File: src/rtl/serial_nbit_subtractor.sv
// Bit-serial N-bit subtractor: one difference bit per clock, LSB first.
// Define SUB_OVERFLOW_EN to add the registered signed-overflow output ovf.
module serial_nbit_subtractor #(
    parameter int unsigned N = 8
) (
    input  logic         clk,
    input  logic         rst_n,
    input  logic         start,
    input  logic [N-1:0] X,
    input  logic [N-1:0] Y,
    input  logic         bin,
    output logic [N-1:0] D,
`ifdef SUB_OVERFLOW_EN
    output logic         ovf,
`endif
    output logic         bout,
    output logic         busy,
    output logic         done
);

    localparam int unsigned CW = $clog2(N + 1);

    typedef enum logic [1:0] {
        IDLE = 2'd0,
        RUN  = 2'd1,
        DONE = 2'd2
    } state_t;

    state_t         state_q, state_d;
    logic [N-1:0]   x_q, x_d;
    logic [N-1:0]   y_q, y_d;
    logic [N-1:0]   r_q, r_d;
    logic [N-1:0]   d_q, d_d;
    logic [CW-1:0]  cnt_q, cnt_d;
    logic           b_q, b_d;
    logic           bout_q, bout_d;
`ifdef SUB_OVERFLOW_EN
    logic           ovf_q, ovf_d;
`endif

    logic xi, yi, di, bn, last;

    assign xi   = x_q[0];
    assign yi   = y_q[0];
    assign di   = xi ^ yi ^ b_q;
    assign bn   = (~xi & yi) | (~(xi ^ yi) & b_q);
    assign last = (cnt_q == CW'(N - 1));

    always_comb begin
        state_d = state_q;
        x_d     = x_q;
        y_d     = y_q;
        r_d     = r_q;
        d_d     = d_q;
        cnt_d   = cnt_q;
        b_d     = b_q;
        bout_d  = bout_q;
`ifdef SUB_OVERFLOW_EN
        ovf_d   = ovf_q;
`endif
        unique case (state_q)
            IDLE, DONE: begin
                if (start) begin
                    x_d     = X;
                    y_d     = Y;
                    b_d     = bin;
                    cnt_d   = '0;
                    state_d = RUN;
                end else begin
                    state_d = IDLE;
                end
            end
            RUN: begin
                x_d   = x_q >> 1;
                y_d   = y_q >> 1;
                b_d   = bn;
                // difference bits enter at the MSB and drift down to bit 0
                r_d   = {di, r_q[N-1:1]};
                cnt_d = cnt_q + CW'(1);
                if (last) begin
                    d_d     = {di, r_q[N-1:1]};
                    bout_d  = bn;
`ifdef SUB_OVERFLOW_EN
                    ovf_d   = bn ^ b_q;
`endif
                    state_d = DONE;
                end
            end
            default: state_d = IDLE;
        endcase
    end

    always_ff @(posedge clk or negedge rst_n) begin
        if (!rst_n) begin
            state_q <= IDLE;
            x_q     <= '0;
            y_q     <= '0;
            r_q     <= '0;
            d_q     <= '0;
            cnt_q   <= '0;
            b_q     <= 1'b0;
            bout_q  <= 1'b0;
`ifdef SUB_OVERFLOW_EN
            ovf_q   <= 1'b0;
`endif
        end else begin
            state_q <= state_d;
            x_q     <= x_d;
            y_q     <= y_d;
            r_q     <= r_d;
            d_q     <= d_d;
            cnt_q   <= cnt_d;
            b_q     <= b_d;
            bout_q  <= bout_d;
`ifdef SUB_OVERFLOW_EN
            ovf_q   <= ovf_d;
`endif
        end
    end

    assign D    = d_q;
    assign bout = bout_q;
`ifdef SUB_OVERFLOW_EN
    assign ovf  = ovf_q;
`endif
    assign busy = (state_q == RUN);
    assign done = (state_q == DONE);

endmodule
File: config.mk
export PLATFORM = sky130hd
export DESIGN_NAME = serial_nbit_subtractor
export DESIGN_NICKNAME = d
export VERILOG_FILES = /design/src/rtl/serial_nbit_subtractor.sv
export SDC_FILE = /design/constraint.sdc
export NUM_CORES = 1
export LEC_CHECK = 0
export ABC_AREA = 0
export BUFFER_PORTS_ARGS = -buffer_cell sky130_fd_sc_hd__buf_2
export CAP_MARGIN = 40
export CORE_MARGIN = 2
export CORE_UTILIZATION = 30
export DETAILED_ROUTE_END_ITERATION = 7
export GPL_TIMING_DRIVEN = 1
export PLACE_DENSITY_LB_ADDON = 0.2
export SETUP_SLACK_MARGIN = 0.2
export SYNTH_ARGS = -nofsm -noshare
export SYNTH_HDL_FRONTEND = slang
export SYNTH_SLANG_ARGS = --single-unit
File: constraint.sdc
create_clock -name clk -period 1.8 [get_ports clk]
set_clock_uncertainty 0.2 [all_clocks]
set_input_delay 0.36 -clock clk [delete_from_list [all_inputs] [get_ports clk]]
set_output_delay 0.36 -clock clk [all_outputs]
set_load 0.05 [all_outputs]
==> results.cfg, run 1 <==
[outcome]
outcome = complete, no violations

[cells_and_area]
drive_gt1_share_pct = 39.9
seq_area_um2 = 976
fin_util_pct = 43.7
multiInputGateArea_um2 = 657
fillers = 499
design_area_um2 = 2260
finalNonFillerCells = 253
area_delta_synth_final_pct = 38.4
n_antenna_cell = 0
nets = 204

[power]
power_frac_comb_pct = 48.8
switchingPower_mw = 1.65
p_clk_share_pct = 16.9
p_leak_nw = 1.20
ir_drop_v = 0.000609
p_per_area_nw_per_um2 = 1960
power.internal_mw = 2.79
finalPower_mw = 4.44
swShare_pct = 37.1
p_seq_share_pct = 34.3

[routing]
routed_via_density = 4.66
drt-initial-drc-count = 28
antenna_left = 0
vias = 1179
firstDrtPassIters = 4
drc = 0
wl_um = 3550
wire_per_inst_um = 14.0

[die]
die_h_um = 77.8
ioPinCount = 31
start_util_pct = 31.6
num_rows = 26
core_area_um2 = 5170
die_x_um = 77.8
die-area_um2 = 6050

[critical_path]
worstSetupStartpointType = register
criticalPathCategory = reg -> out
crit_arrival_ps = 1100
cp.required_ps = 1240
crit_fanout = 3
end_kind = output pin
reg2reg_slack_ps = 190

[timing]
finalWorstSetupSlack_ps = 139
period_needed_ps = 1660
timing_hold_violations_final = 0
final_max_slew_viol_count = 0
fmax_mhz = 602
whs_ps = 97.1
final.period_utilization_pct = 92.3
tns_ps = 0
finalSetupViolations = 0
slew_headroom_pct = 71.6
worst_pin_slew_ps = 426
rsz0062_at_grt = true

[logic_synthesis]
synthTopCellsByArea = dfrtp_1 (60%), a22o_1 (9.1%), a21o_1 (6.0%)
yosysUniqueCellTypes = 24
ys_warn_count = 0
ys_seq_elements = 39
synth_top_area_share_pct = 59.7
synth_area_um2 = 1630
yosys.area.top_type = dfrtp_1
syn_inst = 131
syn_nets = 153
ys_seq_area_share_pct = 59.7
postSynthAreaPerCell_um2 = 12.5

[clock_tree]
cts_tree = done
cts-root-buf = clkbuf_8
htreeDepth = 2
path_clk_slew_ps = 80
cts_num_sinks = 39
clk_path_buf_depth = 2
clk_latency_ps = 290
cts_inserted_buffers = 5

[placement]
dp_cells = 233
port_buffers = 30
gp_congestion = 0.754
dp_slack_ps = 120
placed_area_um2 = 1930
dp_hpwl_um = 2290

[global_route]
grtUsageTotal_pct = 12.3
grt_max_degree = 23
antenna_found_initial = 0
grt-ovfl-total = 0
grt_pass1_vias = 1250
grt_pass1_wl_um = 5740

[min_path]
hold_path.class = in -> reg

[flow_run]
max_cap_violations = 0
==> timing repair <==
action	in CTS	in global routing
hold endpoints to repair	17	0
endpoints found under the setup margin	11	27
setup buffers	6	2
pin swaps	0	16
cloned	1	2
hold buffers	1	0
resized for setup	10	20
==> placed cells by master, fill, tap and decap left out <==
cell           count
dfrtp_1           39
mux2_4             7
mux2i_1            3
o21ai_0            1
mux2_2             1
nor2_1             2
and2b_2            1
nand4_1            1
fa_1               1
ha_4               1
nand2_4            1
xnor2_1            1
a221o_1            2
and2b_1            1
a22o_1            17
clkinv_2           1
a21o_1            13
nor3_1             1
buf_2             28
nor2b_1            1
buf_12             3
nand2b_4           1
nor2_4             1
clkbuf_16          1
buf_4              9
clkbuf_8           6
dlygate4sd3_1      1
clkinvlp_4         1
inv_1              3
nand2b_1           2
nand2_1           21
nor3_4             1
bufinv_16          1
buf_6              9
==> area by class of cell <==
type / instances / share of cell area, %
Tap cell: 70 / 3.87
Inverter: 4 / 0.830
Clock buffer: 6 / 3.65
Clock inverter: 2 / 1.55
Sequential cell: 39 / 43.2
Multi-Input combinational cell: 81 / 29.1
Timing Repair Buffer: 51 / 17.9
==> flip-flops by register name, indices dropped and copies added (netlist names) <==
name     flops
bout         1
b_q          1
y_q          8
D            8
state_q      2
cnt_q        4
x_q          8
r_q          7
==> power by group through the flow <==
stage	registers (mW)	clock network, mW	logic [mW]
floorplan	1.76	0	1.03
global placement	1.50	0	1.69
detailed placement	1.52	0	1.74
CTS	1.50	0.779	1.89
global route	1.57	0.811	2.37
finish	1.52	0.750	2.17
==> path summary, 6_finish.rpt <==
kind / endpoint / from / depth (start not counted)
worst min register to register: r_q[1]$_DFFE_PN0P_ / r_q[1]$_DFFE_PN0P_ / 2
worst max-delay path: busy / state_q[1]$_DFFE_PN0P_ / 3
worst max register to register: D[0]$_DFFE_PN0P_ / cnt_q[0]$_DFFE_PN0P_ / 5
max in group asynchronous: x_q[7]$_DFFE_PN0P_ / rst_n / 3
worst min-delay path: x_q[7]$_DFFE_PN0P_ / X[7] / 2
min in group asynchronous: r_q[1]$_DFFE_PN0P_ / rst_n / 2
==> worst max-delay path, stage by stage (launching register included) <==
cell and delay, ps:
dfrtp_1 390, nand2b_4 170, clkinvlp_4 90, buf_6 150
==> layer usage <==
layer | track usage, % | up-vias | share of wire, %
li1 | - | 559 | -
met5 | 0 | - | 0
met4 | 4.82 | 0 | 1.0
met2 | 21.6 | 30 | 49
met1 | 13.8 | 585 | 44
met3 | 3.60 | 5 | 5.2
==> cells in the mapped netlist <==
master	n
a21o_1	13
a221o_1	2
a22o_1	17
and2b_1	2
buf_2	4
buf_6	1
clkbuf_1	2
dfrtp_1	39
fa_1	1
ha_1	1
inv_1	4
mux2_2	8
mux2i_1	3
nand2_1	22
nand2b_1	2
nand2b_4	1
nand4_1	1
nor2_1	2
nor2_2	1
nor2b_1	1
nor3_1	1
nor3_4	1
o21ai_0	1
xnor2_1	1
==> cells by family (layout without fill, tap and decap cells) <==
kind of cell / after synthesis / after routing / synth area share, %
AO/OA/AOI/OAI: 33 / 33 / 16.6
XOR/XNOR: 1 / 1 / 0.536
adder cells (fa/ha/maj): 2 / 2 / 1.99
buffers and inverters: 11 / 63 / 3.29
flip-flops: 39 / 39 / 59.7
multiplexers: 11 / 11 / 7.35
AND/OR/NAND/NOR: 34 / 34 / 10.5
Note: power is estimated with default switching activity, not from simulation.
==> inputs of run 2 (changes only) <==
--- a/config.mk
+++ b/config.mk
@@ -8,8 +8,10 @@
 export ABC_AREA = 0
 export BUFFER_PORTS_ARGS = -buffer_cell sky130_fd_sc_hd__buf_2
 export CAP_MARGIN = 40
+export CORE_ASPECT_RATIO = 0.8
 export CORE_MARGIN = 2
 export CORE_UTILIZATION = 30
+export CTS_BUF_LIST = sky130_fd_sc_hd__clkbuf_8
 export DETAILED_ROUTE_END_ITERATION = 7
 export GPL_TIMING_DRIVEN = 1
 export PLACE_DENSITY_LB_ADDON = 0.2
==> run 2 against run 1 <==
  * Via count fell by 1.6%
  * Sequential power barely moved
  * Sequential share of layout area rose by 2.3 points
  * Final cell count fell by 4.0%
  * Critical endpoint is now done
  * Routed wire length fell by 1.5%
  * Clock power fell by 3.2%
  * Maximum frequency fell by 0.79%
  * First-iteration DRC count rose by 82%
==> results.cfg, run 2 (synthesized netlist as in run 1, its figures left out) <==
[outcome]
outcome = complete, no violations

[clock_tree]
path_clk_slew_ps = 80
clk_path_buf_depth = 2
cts_tree = done
cts_num_sinks = 39
cts_inserted_buffers = 5
htreeDepth = 2
clk_latency_ps = 290
cts-root-buf = clkbuf_8

[die]
start_util_pct = 30.6
core_area_um2 = 5350
ioPinCount = 31
die-area_um2 = 6060
die_h_um = 70.0
die_x_um = 86.5
num_rows = 24

[critical_path]
slowest_delay_ps = 420
cp.required_ps = 1240
crit_family = flip-flops
r2r-end = D[1]$_DFFE_PN0P_
crit_fanout = 3
crit_arrival_ps = 1110
end_kind = output pin
reg2reg_slack_ps = 180
worstSetupStartpointType = register
r2r_cells = 5
crit_slowest_cell = dfrtp_1
r2r-start = cnt_q[0]$_DFFE_PN0P_
criticalPathCategory = reg -> out
crit_path_cell_trace = and2b_1 -> buf_6
crit_buf_inv = 1

[global_route]
grt_pass1_vias = 1183
grt_max_degree = 23
grt-ovfl-total = 0
grtUsageTotal_pct = 12.2
grt_pass1_wl_um = 5680
antenna_found_initial = 0

[timing]
rsz0062_at_grt = true
final.period_utilization_pct = 93.0
timing_hold_violations_final = 0
finalSetupViolations = 0
slew_headroom_pct = 72.4
whs_ps = 98.2
period_needed_ps = 1670
fmax_mhz = 597
final_max_slew_viol_count = 0
tns_ps = 0
worst_pin_slew_ps = 413

[power]
finalPower_mw = 4.11
ir_drop_v = 0.000561
p_per_area_nw_per_um2 = 1920
p_leak_nw = 1.14

[placement]
placed_area_um2 = 1900
port_buffers = 30
dp_hpwl_um = 2230
gp_congestion = 0.740

[cells_and_area]
final_cell_mix = dfrtp_1 (39), buf_2 (28), nand2_1 (21)
nets = 199
drive_gt1_share_pct = 38.2
layout_commonest_cell = dfrtp_1
n_antenna_cell = 0
area_delta_synth_final_pct = 31.2
design_area_um2 = 2140
fin_util_pct = 40.1

[min_path]
hold_path.class = in -> reg
min_to = b_q$_DFFE_PN0P_
hp-start = bin
min_path_cells = 2

[flow_run]
max_cap_violations = 0

[routing]
routed_via_density = 4.77
antenna_left = 0
drt-initial-drc-count = 51
drc = 0
wl_um = 3490
vias = 1160
wire_per_inst_um = 14.4
firstDrtPassIters = 4
[run 2: through the flow]
stage,setup slack [ps],std cells
4_1_cts,112,241
5_1_grt,94.2,243
2_1_floorplan,139,131
3_5_place_dp,102,227
6_report,125,243
3_3_place_gp,129,227
[run 2: layout make-up]
type | count | area (µm²)
fillers | 522 | 3200
clock buffers | 5 | 68.8
inverters | 4 | 20.0
repair buffers | 46 | 324
clock inverters | 3 | 43.8
multi-input cells | 81 | 631
well taps | 65 | 81.3
flip-flops and latches | 39 | 976
[run 2: where the power goes]
group	internal [mW]	switching, mW
Combinational	0.843	1.05
Clock	0.413	0.314
Sequential	1.27	0.225
[run 2: how the worst max path moves through the flow]
stage / from / to / slack [ps] / depth (start not counted)
floorplan: state_q[1]$_DFFE_PN0P_ / D[0]$_DFFE_PN0P_ / 140 / 4
global placement: start / b_q$_DFFE_PN0P_ / 130 / 4
detailed placement: start / b_q$_DFFE_PN0P_ / 100 / 4
CTS: state_q[0]$_DFFE_PN0P_ / done / 110 / 2
global route: cnt_q[0]$_DFFE_PN0P_ / D[1]$_DFFE_PN0P_ / 90 / 5
finish: state_q[0]$_DFFE_PN0P_ / done / 130 / 2
[run 2: what timing repair did]
item	in CTS	in global routing
endpoints found under the hold margin	11	0
resized for setup	14	9
hold buffers	1	0
cloned	1	0
setup buffers	4	2
pin swaps	0	0
setup endpoints to repair	29	31
[run 2: per-layer routing]
| metal | GRT usage [%] | routed length [µm] | vias to the layer above |
|---|---|---|---|
| li1 | - | - | 549 |
| met4 | 3.13 | 11 | 0 |
| met1 | 17.1 | 1670 | 577 |
| met3 | 4.26 | 201 | 2 |
| met2 | 17.9 | 1610 | 32 |
| met5 | 0 | 0 | - |
==> inputs of run 3 (changes only) <==
--- a/config.mk
+++ b/config.mk
@@ -10,7 +10,7 @@
 export CAP_MARGIN = 40
 export CORE_ASPECT_RATIO = 0.8
 export CORE_MARGIN = 2
-export CORE_UTILIZATION = 30
+export CORE_UTILIZATION = 56
 export CTS_BUF_LIST = sky130_fd_sc_hd__clkbuf_8
 export DETAILED_ROUTE_END_ITERATION = 7
 export GPL_TIMING_DRIVEN = 1
==> run 3 against run 2 <==
  * Maximum frequency shrank 2.7%
  * Clock power shrank 13%
  * Final cell count shrank 6.6%
  * Count of clock-buffer cells in the layout grew 2
  * Die area shrank 44%
  * Via count grew 5.0%
  * Sequential power is essentially flat
  * Sequential cell count is the same
  * Final area grew 6.0%
  * Routed wire length grew 4.1%
  * Critical endpoint is now D[5]$_DFFE_PN0P_
  * Largest cell class unchanged
==> results.cfg, run 3 (synthesized netlist as in run 1, its figures left out) <==
[die]
num_rows = 17
die_h_um = 52.3
ioPinCount = 31
core_area_um2 = 2770
start_util_pct = 59.1
die-area_um2 = 3370
die_x_um = 64.4

[critical_path]
crit_buf_inv = 2
criticalPathCategory = reg -> reg
crit_fanout = 5
reg2reg_slack_ps = 80
r2r-start = cnt_q[0]$_DFFE_PN0P_
crit_family = flip-flops
end_kind = register
crit_path_cell_trace = ha_2 -> nand2_2 -> nor3_4 -> buf_6 -> buf_12 -> mux2_4
crit_slowest_cell = dfrtp_1
cp.required_ps = 1770
r2r_cells = 6
r2r-end = D[5]$_DFFE_PN0P_
crit_arrival_ps = 1700
slowest_delay_ps = 360
worstSetupStartpointType = register

[routing]
vias = 1218
drt-initial-drc-count = 77
firstDrtPassIters = 4
wire_per_inst_um = 16.0
routed_via_density = 5.37
wl_um = 3640
antenna_left = 0
drc = 0

[timing]
rsz0062_at_grt = true
finalSetupViolations = 0
period_needed_ps = 1720
slew_headroom_pct = 83.4
final.period_utilization_pct = 95.6
tns_ps = 0
worst_pin_slew_ps = 251
timing_hold_violations_final = 0
fmax_mhz = 581
final_max_slew_viol_count = 0

[global_route]
grtUsageTotal_pct = 23.3
grt_pass1_vias = 1133
grt_pass1_wl_um = 5640
antenna_found_initial = 0
grt-ovfl-total = 0
grt_max_degree = 40

[min_path]
hold_path.class = in -> reg
min_to = x_q[7]$_DFFE_PN0P_
hp-start = X[7]
min_path_cells = 2

[cells_and_area]
area_delta_synth_final_pct = 39.1
fillers = 146
nets = 210
n_antenna_cell = 0
drive_gt1_share_pct = 41.3
final_cell_mix = dfrtp_1 (39), buf_2 (28), nand2_1 (21)
layout_commonest_cell = dfrtp_1
fin_util_pct = 82.2

[clock_tree]
cts_tree = done
cts-root-buf = clkbuf_8
clk_path_buf_depth = 2
cts_num_sinks = 39
path_clk_slew_ps = 70
htreeDepth = 2
cts_inserted_buffers = 5
clk_latency_ps = 290

[outcome]
outcome = complete, no violations

[flow_run]
max_cap_violations = 0

[power]
p_per_area_nw_per_um2 = 1970
ir_drop_v = 0.00115
p_leak_nw = 1.22

[placement]
dp_hpwl_um = 2100
port_buffers = 30
gp_congestion = 0.761
[run 3: cell count changes in the layout (fill, tap and decap cells not counted), sizes merged]
cell	change
clkinvlp	+1
bufinv	-1
buf	+10
clkinv	-2
clkbuf	+3
[run 3: per-stage QoR]
step	cell area [µm²]	power [mW]	setup WS, ps	cells	hold WS [ps]
3_3_place_gp	1900	3.18	207	201	137
3_5_place_dp	1900	3.28	146	201	139
2_1_floorplan	1640	2.79	139	131	-136
5_1_grt	2270	4.78	31.8	227	90.8
6_report	2270	4.49	78.5	227	88.0
4_1_cts	2190	4.25	112	220	88.6
[run 3: metal layers]
| layer | share of wire, % | vias to the layer above | track usage, % | wire length (µm) |
|---|---|---|---|---|
| li1 | - | 570 | - | - |
| met5 | 0 | - | 0 | 0 |
| met2 | 48 | 36 | 35.2 | 1730 |
| met4 | 1.3 | 0 | 8.51 | 46 |
| met1 | 45 | 605 | 32.2 | 1640 |
| met3 | 6.0 | 7 | 6.88 | 218 |
[run 3: final cells by class]
cell class,count,area (µm²),share of cell area [%]
multi-input cells,81,647,28.5
clock buffers,7,96.3,4.24
clock inverters,1,3.75,0.165
repair buffers,57,484,21.3
well taps,38,47.5,2.09
flip-flops and latches,39,976,42.9
inverters,4,18.8,0.826
[run 3: worst max-delay path by stage]
stage / slack [ps] / from / cells after the start / to
detailed placement: 150 / cnt_q[0]$_DFFE_PN0P_ / 5 / D[7]$_DFFE_PN0P_
floorplan: 140 / state_q[1]$_DFFE_PN0P_ / 4 / D[0]$_DFFE_PN0P_
CTS: 110 / state_q[0]$_DFFE_PN0P_ / 3 / busy
finish: 80 / cnt_q[0]$_DFFE_PN0P_ / 6 / D[5]$_DFFE_PN0P_
global placement: 210 / state_q[1]$_DFFE_PN0P_ / 3 / busy
global route: 30 / cnt_q[0]$_DFFE_PN0P_ / 6 / D[6]$_DFFE_PN0P_
[run 3: what timing repair did]
action,CTS,global route
setup buffers,9,5
endpoints found under the setup margin,13,28
hold endpoints to repair,39,0
gates cloned,1,2
gates resized for setup,24,7
pin swaps,5,13
hold buffers,1,0
[run 3: power breakdown]
| part | internal (mW) | total [mW] | switching [mW] |
|---|---|---|---|
| Clock | 0.344 | 0.632 | 0.288 |
| Sequential | 1.27 | 1.52 | 0.250 |
| Combinational | 1.16 | 2.34 | 1.18 |
| Total | 2.77 | 4.49 | 1.72 |
